==> config.mk <==
export PLATFORM = sky130hd
export DESIGN_NAME = alu_share_arbiter
export DESIGN_NICKNAME = d
export VERILOG_FILES = /design/src/rtl/alu_share_arbiter.sv
export SDC_FILE = /design/constraint.sdc
export NUM_CORES = 1
export LEC_CHECK = 0
export CAP_MARGIN = 10
export CELL_PAD_IN_SITES_DETAIL_PLACEMENT = 0
export CELL_PAD_IN_SITES_GLOBAL_PLACEMENT = 2
export CORE_MARGIN = 1
export CORE_UTILIZATION = 22
export DETAILED_ROUTE_END_ITERATION = 6
export GPL_TIMING_DRIVEN = 0
export PLACE_DENSITY = 0.9
export REMOVE_ABC_BUFFERS = 1
export SETUP_SLACK_MARGIN = 0.3
export SYNTH_ARGS = -nofsm -noshare
export SYNTH_HDL_FRONTEND = slang
export SYNTH_SLANG_ARGS = --single-unit
==> constraint.sdc <==
create_clock -name clk -period 2.2 [get_ports clk]
set_input_delay 0.44 -clock clk [delete_from_list [all_inputs] [get_ports clk]]
set_output_delay 0.44 -clock clk [all_outputs]
set_load 0.02 [all_outputs]
==> src/rtl/alu_share_arbiter.sv <==
// Shares one external combinational ALU between two requesters (IDLE -> EXEC -> RESP).
// Define ALU_ARB_RR_EN for round-robin arbitration; otherwise requester 0 has fixed priority.
module alu_share_arbiter #(
    parameter int unsigned DW   = 32,
    parameter int unsigned SELW = 4
) (
    input  logic            clk,
    input  logic            rst,

    input  logic            req0_valid,
    output logic            req0_ready,
    input  logic [DW-1:0]   req0_op1,
    input  logic [DW-1:0]   req0_op2,
    input  logic [SELW-1:0] req0_sel,

    input  logic            req1_valid,
    output logic            req1_ready,
    input  logic [DW-1:0]   req1_op1,
    input  logic [DW-1:0]   req1_op2,
    input  logic [SELW-1:0] req1_sel,

    output logic [DW-1:0]   alu_op1,
    output logic [DW-1:0]   alu_op2,
    output logic [SELW-1:0] alu_sel,
    input  logic [DW-1:0]   alu_res,
    input  logic            alu_zf,

    output logic            rsp0_valid,
    input  logic            rsp0_ready,
    output logic            rsp1_valid,
    input  logic            rsp1_ready,
    output logic [DW-1:0]   rsp_res,
    output logic            rsp_zf
);

    typedef enum logic [1:0] {StIdle, StExec, StResp} state_t;

    state_t          r_state;
    logic [DW-1:0]   r_op1;
    logic [DW-1:0]   r_op2;
    logic [SELW-1:0] r_sel;
    logic            r_gnt;
    logic            r_rsp0_valid;
    logic            r_rsp1_valid;
    logic [DW-1:0]   r_rsp_res;
    logic            r_rsp_zf;
`ifdef ALU_ARB_RR_EN
    logic            r_last;
`endif

    logic w_gnt0;
    logic w_gnt1;
    logic w_idle;
    logic w_exec;
    logic w_accept;
    logic w_rsp_take;

    always_comb begin
`ifdef ALU_ARB_RR_EN
        // On a tie, requester 1 wins only if requester 0 was granted last.
        w_gnt1 = req1_valid && (!req0_valid || !r_last);
`else
        w_gnt1 = req1_valid && !req0_valid;
`endif
        w_gnt0 = req0_valid && !w_gnt1;
    end

    assign w_idle     = (r_state == StIdle) && !rst;
    assign w_exec     = (r_state == StExec);
    assign w_accept   = w_idle && (req0_valid || req1_valid);
    assign w_rsp_take = r_gnt ? rsp1_ready : rsp0_ready;

    assign req0_ready = w_idle && w_gnt0;
    assign req1_ready = w_idle && w_gnt1;

    assign alu_op1 = w_exec ? r_op1 : '0;
    assign alu_op2 = w_exec ? r_op2 : '0;
    assign alu_sel = w_exec ? r_sel : '0;

    assign rsp0_valid = r_rsp0_valid;
    assign rsp1_valid = r_rsp1_valid;
    assign rsp_res    = r_rsp_res;
    assign rsp_zf     = r_rsp_zf;

    always_ff @(posedge clk) begin
        if (rst) begin
            r_state      <= StIdle;
            r_op1        <= '0;
            r_op2        <= '0;
            r_sel        <= '0;
            r_gnt        <= 1'b0;
            r_rsp0_valid <= 1'b0;
            r_rsp1_valid <= 1'b0;
            r_rsp_res    <= '0;
            r_rsp_zf     <= 1'b0;
`ifdef ALU_ARB_RR_EN
            r_last       <= 1'b1;
`endif
        end else begin
            unique case (r_state)
                StIdle: begin
                    if (w_accept) begin
                        r_op1   <= w_gnt1 ? req1_op1 : req0_op1;
                        r_op2   <= w_gnt1 ? req1_op2 : req0_op2;
                        r_sel   <= w_gnt1 ? req1_sel : req0_sel;
                        r_gnt   <= w_gnt1;
`ifdef ALU_ARB_RR_EN
                        r_last  <= w_gnt1;
`endif
                        r_state <= StExec;
                    end
                end
                StExec: begin
                    r_rsp_res    <= alu_res;
                    r_rsp_zf     <= alu_zf;
                    r_rsp0_valid <= !r_gnt;
                    r_rsp1_valid <= r_gnt;
                    r_state      <= StResp;
                end
                StResp: begin
                    if (w_rsp_take) begin
                        r_rsp0_valid <= 1'b0;
                        r_rsp1_valid <= 1'b0;
                        r_state      <= StIdle;
                    end
                end
                default: r_state <= StIdle;
            endcase
        end
    end

endmodule
==> results of run 1 <==
## kinds of logic (layout without fill, tap and decap cells)
kind of cell / after synthesis / count (layout) / share of synthesized area
and+or+nand+nor: 149 / 153 / 0.165
AOI/OAI and AO/OA: 107 / 107 / 0.174
DFF: 106 / 106 / 0.461
muxes: 69 / 69 / 0.150
buffers and inverters: 42 / 329 / 0.0503
## worst max path at each step
stage          startpoint         end  slack [ns]  depth (start not counted)
2_1_floorplan  req0_valid  req1_ready       -3.59                          2
3_3_place_gp   req1_valid  req1_ready       -6.55                          4
3_5_place_dp   req1_valid  req1_ready       -0.75                          5
4_1_cts        r_state[1]  alu_op1[0]        0.19                          5
5_1_grt        r_state[1]  alu_op2[9]        0.16                          5
6_report       req1_valid  req1_ready        0.20                          5
## flip-flops by register name, summed over array words and instances, names as in the netlist
signal and count:
rsp0_valid 1, r_sel 4, rsp_res 32, rsp1_valid 1, r_op1 32, r_op2 32
r_state 2, r_gnt 1, rsp_zf 1
## per-layer routing
layer  wire [um]  GRT usage  up-vias
li1            -          -     2230
met3        1470     0.0540       12
met5           0          0        -
met1        7280      0.188     2061
met2        8050      0.263      193
met4         199     0.0432        0
## layout make-up
type	instances	area (sq um)
fillers	2045	11800
clock buffers	12	236
inverters	1	3.75
clock inverters	4	33.8
multi-input cells	329	2420
flip-flops and latches	106	2130
well taps	270	338
repair buffers	312	3370
## through the flow
step / setup slack (ns) / cells / hold slack [ns] / setup TNS (ns)
after floorplan: -3.59 / 432 / 0.424 / -243.93
after global placement: -6.55 / 981 / 0.435 / -593.46
after detailed placement: -0.751 / 988 / 0.439 / -25.86
after CTS: 0.186 / 1026 / 0.456 / 0
after global routing: 0.157 / 1034 / 0.470 / 0
final: 0.201 / 1034 / 0.455 / 0
## critical path, stage by stage
cell	delay, ns
clkdlybuf4s50_1	0.50
nor2b_4	0.24
buf_16	0.12
and2_1	0.11
buf_4	0.14
## power by group through the flow
stage / clock network (W) / registers, W / logic, W
after floorplan: 0 / 0.00225 / 0.000457
after global placement: 0 / 0.00222 / 0.00116
after detailed placement: 0 / 0.00222 / 0.00117
after CTS: 0.00161 / 0.00218 / 0.00134
after global routing: 0.00170 / 0.00221 / 0.00145
final: 0.00155 / 0.00219 / 0.00136
## synth_stat cells
library cell  number
a211oi_1           1
and2_1            70
buf_4              5
mux2i_1           69
buf_2             17
nor2_1             2
nor3b_1            1
a21oi_1           36
buf_1              4
inv_2              1
o2bb2ai_1         68
nor3_2             1
or2_1              1
nand2b_1           2
clkbuf_1          10
nand2_1           69
clkbuf_4           1
dfxtp_1          106
nor2b_1            1
buf_6              4
a21oi_2            1
o21bai_1           1
nand3b_1           1
and2b_1            1
## what timing repair did
action,CTS,global route
hold buffers,0,0
cloned,9,1
endpoints found under the hold margin,0,0
gates resized for setup,362,41
setup buffers,13,7
setup endpoints to repair,133,91
pin swaps,12,15
==> results.py, run 1 <==
metrics = {
    "status": {
        "status": "finished, final reports clean",
    },
    "detailed_routing": {
        "wl_um": 17000,
        "dr.pass1.iters": 4,
        "drtAntennaViolNets": 0,
        "drc_errors": 0,
        "vias": 4496,
        "viasPerCell": 4.35,
        "wl_per_cell_um": 16.4,
        "drt_iter0_drc": 131,
    },
    "die": {
        "core_sq_um": 20400,
        "die_w_um": 147,
        "rows": 52,
        "die_h_um": 147,
        "initial_core_util": 0.226,
        "io_pins": 280,
        "fp.dieArea_sq_um": 21500,
    },
    "yosys": {
        "yosysWarnings": 0,
        "synth_top_area_cell": "dfxtp_1",
        "synth-seq-cells": 106,
        "synth_cells": 473,
        "syn_avg_cell_area_sq_um": 9.74,
        "yosysTopAreaCellShare": 0.461,
        "synth_area_sq_um": 4610,
        "synth_cell_types": 24,
        "seq_area_frac_synth": 0.461,
        "netlist_top_cells_area": "dfxtp_1 46%, mux2i_1 15%, o2bb2ai_1 13%",
    },
    "layout": {
        "fin_area_sq_um": 8530,
        "finalNetCount": 934,
        "final_common_cell": "clkdlybuf4s50_1",
        "drive_gt1_frac": 0.216,
        "antenna_cells": 0,
        "most-common-layout-cells": "208 x clkdlybuf4s50_1, 104 x dfxtp_1, 68 x mux2i_1, 68 x o2bb2ai_1, 68 x nand2_1",
        "post-route-util": 0.419,
        "area_growth_syn_to_layout_pct": 85.3,
    },
    "sta": {
        "slew_violations": 0,
        "layout_min_cycle_time_ns": 2.00,
        "rsz0062_at_grt": "yes",
        "post-route-period-util": 0.909,
        "final_hold_viol_count": 0,
        "tightest_slew_ns": 0.657,
        "final-setup-viol-count": 0,
        "final.setup_skew_ns": 0.0121,
        "slew_headroom": 0.562,
        "fmax_mhz": 500,
    },
    "pwr": {
        "pwr-share-comb": 0.267,
        "vdd_drop_max_mv": 0.350,
        "p_leak_nw": 3.24,
        "p_int_w": 0.00365,
        "p_clk_frac": 0.303,
        "power.share.switching": 0.283,
        "power.density_nw_per_um2": 597,
        "pwr-share-seq": 0.430,
        "power_switching_w": 0.00144,
        "total_power_w": 0.00509,
    },
    "place": {
        "gp_congestion": 0.713,
        "io_buffers": 279,
        "hpwlAfterDp_um": 10600,
        "placed_area_sq_um": 7690,
    },
    "worst_hold_path": {
        "hp-class": "flop to flop",
        "holdCritStartpoint": "rsp_res[22]",
        "holdPathStages": 2,
        "hold_path_end": "rsp_res[22]",
    },
    "run": {
        "drv_cap": 0,
    },
    "setup_path": {
        "reg2reg_to": "rsp_res[13]",
        "rrSetupSlack_ns": 0.57,
        "endpoint_kind": "primary output",
        "path_class": "input port to primary output",
        "crit_required_ns": 1.76,
        "crit_arrival_ns": 1.56,
        "r2r-start": "r_state[1]",
        "critPathLaunchType": "input port",
        "r2r_cells": 5,
        "cp_max_fo": 3,
    },
    "global_routing": {
        "grt_pass1_wl_um": 25700,
        "grtUsageTotal": 0.156,
        "first_global_vias": 4464,
        "overflow": 0,
        "grt_max_degree": 70,
        "grt_antenna_before_repair": 1,
    },
    "clock_network": {
        "cts_tree": "yes",
        "clk_pin_slew_ns": 0.07,
        "numCtsBuffers": 9,
        "clk_path_buf_depth": 2,
        "clk_latency_ns": 0.35,
        "clock-root-buffer": "clkbuf_16",
        "clkSinkCount": 106,
        "cts_max_level": 3,
    },
}
Note: power is estimated with default switching activity, not from simulation.
==> run 2, diff against run 1 <==
Settings changed: CAP_MARGIN 10 to 15.
==> run 2 against run 1 <==
Compared with the run above: sequential power about the same; clock-buffer cell count down 2; sequential share of layout area increased by 0.26 points; utilization down 0.44 points; clock skew decreased by 0.0015 ns; flip-flop and latch count did not move; worst hold slack got worse by 0.0014 ns; power up 0.79%; worst setup slack worse by 0.0032 ns; highest routed layer unchanged; routed wire length decreased by 0.81%.
==> results.py, run 2 (synthesis gave the netlist of run 1 again) <==
metrics = {
    "status": {
        "status": "finished, final reports clean",
    },
    "clock_network": {
        "cts_hold_buf": 0,
        "clk_latency_ns": 0.35,
        "clk_pin_slew_ns": 0.07,
        "cts_max_level": 3,
        "clkSinkCount": 106,
        "clk_path_buf_depth": 2,
        "cts_tree": "yes",
        "clock-root-buffer": "clkbuf_16",
        "numCtsBuffers": 9,
    },
    "detailed_routing": {
        "wl_per_cell_um": 16.4,
        "dr.pass1.iters": 4,
        "drc_errors": 0,
        "drtAntennaViolNets": 0,
        "vias": 4440,
        "viasPerCell": 4.33,
        "wl_um": 16900,
        "drt_iter0_drc": 100,
    },
    "place": {
        "hpwlAfterDp_um": 10700,
        "io_buffers": 279,
        "dp.cells": 988,
        "placed_area_sq_um": 7690,
        "gp_congestion": 0.713,
    },
    "layout": {
        "antenna_cells": 0,
        "most-common-layout-cells": "208 x clkdlybuf4s50_1, 104 x dfxtp_1, 68 x mux2i_1, 68 x o2bb2ai_1, 68 x nand2_1",
        "fin_area_sq_um": 8450,
        "final_cells": 1025,
        "drive_gt1_frac": 0.204,
        "finalNetCount": 927,
        "final_common_cell": "clkdlybuf4s50_1",
        "area_growth_syn_to_layout_pct": 83.4,
    },
    "run": {
        "drv_cap": 0,
    },
    "global_routing": {
        "first_global_vias": 4592,
        "grt_max_degree": 70,
        "overflow": 0,
        "grt_antenna_before_repair": 0,
        "grtUsageTotal": 0.157,
        "grt_pass1_wl_um": 25800,
    },
    "die": {
        "die_h_um": 147,
        "initial_core_util": 0.226,
        "die_w_um": 147,
        "core_sq_um": 20400,
        "rows": 52,
        "fp.dieArea_sq_um": 21500,
        "io_pins": 280,
    },
    "pwr": {
        "power.density_nw_per_um2": 608,
        "total_power_w": 0.00513,
        "vdd_drop_max_mv": 0.350,
        "p_leak_nw": 3.19,
    },
    "sta": {
        "final.setup_skew_ns": 0.0107,
        "post-route-period-util": 0.910,
        "fmax_mhz": 499,
        "whs_ns": 0.454,
        "slew_violations": 0,
        "rsz0062_at_grt": "yes",
        "layout_min_cycle_time_ns": 2.00,
        "tightest_slew_ns": 0.598,
        "slew_headroom": 0.601,
        "final_hold_viol_count": 0,
        "final-setup-viol-count": 0,
    },
    "setup_path": {
        "r2r_cells": 6,
        "endpoint_kind": "primary output",
        "crit_arrival_ns": 1.56,
        "critPathLaunchType": "flop",
        "crit_required_ns": 1.76,
        "path_class": "flop to primary output",
        "cp_max_fo": 11,
    },
    "worst_hold_path": {
        "holdPathStages": 2,
        "hp-class": "flop to flop",
    },
}
[run 2: metrics by stage]
step,setup WS [ns],setup TNS (ns),util
after detailed placement,-0.756,-25.90,0.377
after floorplan,-3.59,-243.93,-
after global routing,0.145,0,0.415
after global placement,-6.55,-593.46,0.369
final,0.198,0,0.415
after CTS,0.176,0,0.412
[run 2: where the power goes]
part | total (W) | internal [W] | switching, W
Combinational | 0.00132 | 0.000751 | 0.000574
Clock | 0.00162 | 0.000876 | 0.000743
Sequential | 0.00219 | 0.00209 | 0.0000949
Total | 0.00513 | 0.00372 | 0.00141
[run 2: metal layers]
| metal | up-vias | track usage | part of all wire |
|---|---|---|---|
| li1 | 2205 | - | - |
| met1 | 2027 | 0.187 | 0.43 |
| met2 | 196 | 0.265 | 0.47 |
| met3 | 12 | 0.0540 | 0.086 |
| met4 | 0 | 0.0443 | 0.012 |
| met5 | - | 0 | 0 |
[run 2: area by class of cell]
cell class / instances / area, sq um
inverter: 1 / 3.75
sequential: 106 / 2130
fill: 2052 / 11900
timing repair buffer: 306 / 3290
multi-input combinational: 328 / 2400
tap: 270 / 338
clock inverter: 4 / 53.8
clock buffer: 10 / 229
[run 2: final timing paths]
kind	endpoint	start	slack, ns
hold / removal	rsp_res[17]	rsp_res[17]	0.45
setup / recovery	alu_op1[2]	r_state[1]	0.20
hold reg to reg	rsp_res[17]	rsp_res[17]	0.45
setup reg to reg	r_op2[5]	r_state[1]	0.57
[run 2: timing repair]
action,4_1_cts,5_1_grt
endpoints found under the setup margin,133,77
gates resized for setup,371,22
pin swaps,14,9
setup buffers,14,1
gates cloned,8,0
[run 2: worst max-delay path: stages (launching register included)]
cell	delay, ns
dfxtp_4	0.38
and2b_4	0.31
buf_12	0.13
buf_16	0.13
and2_1	0.14
buf_6	0.12
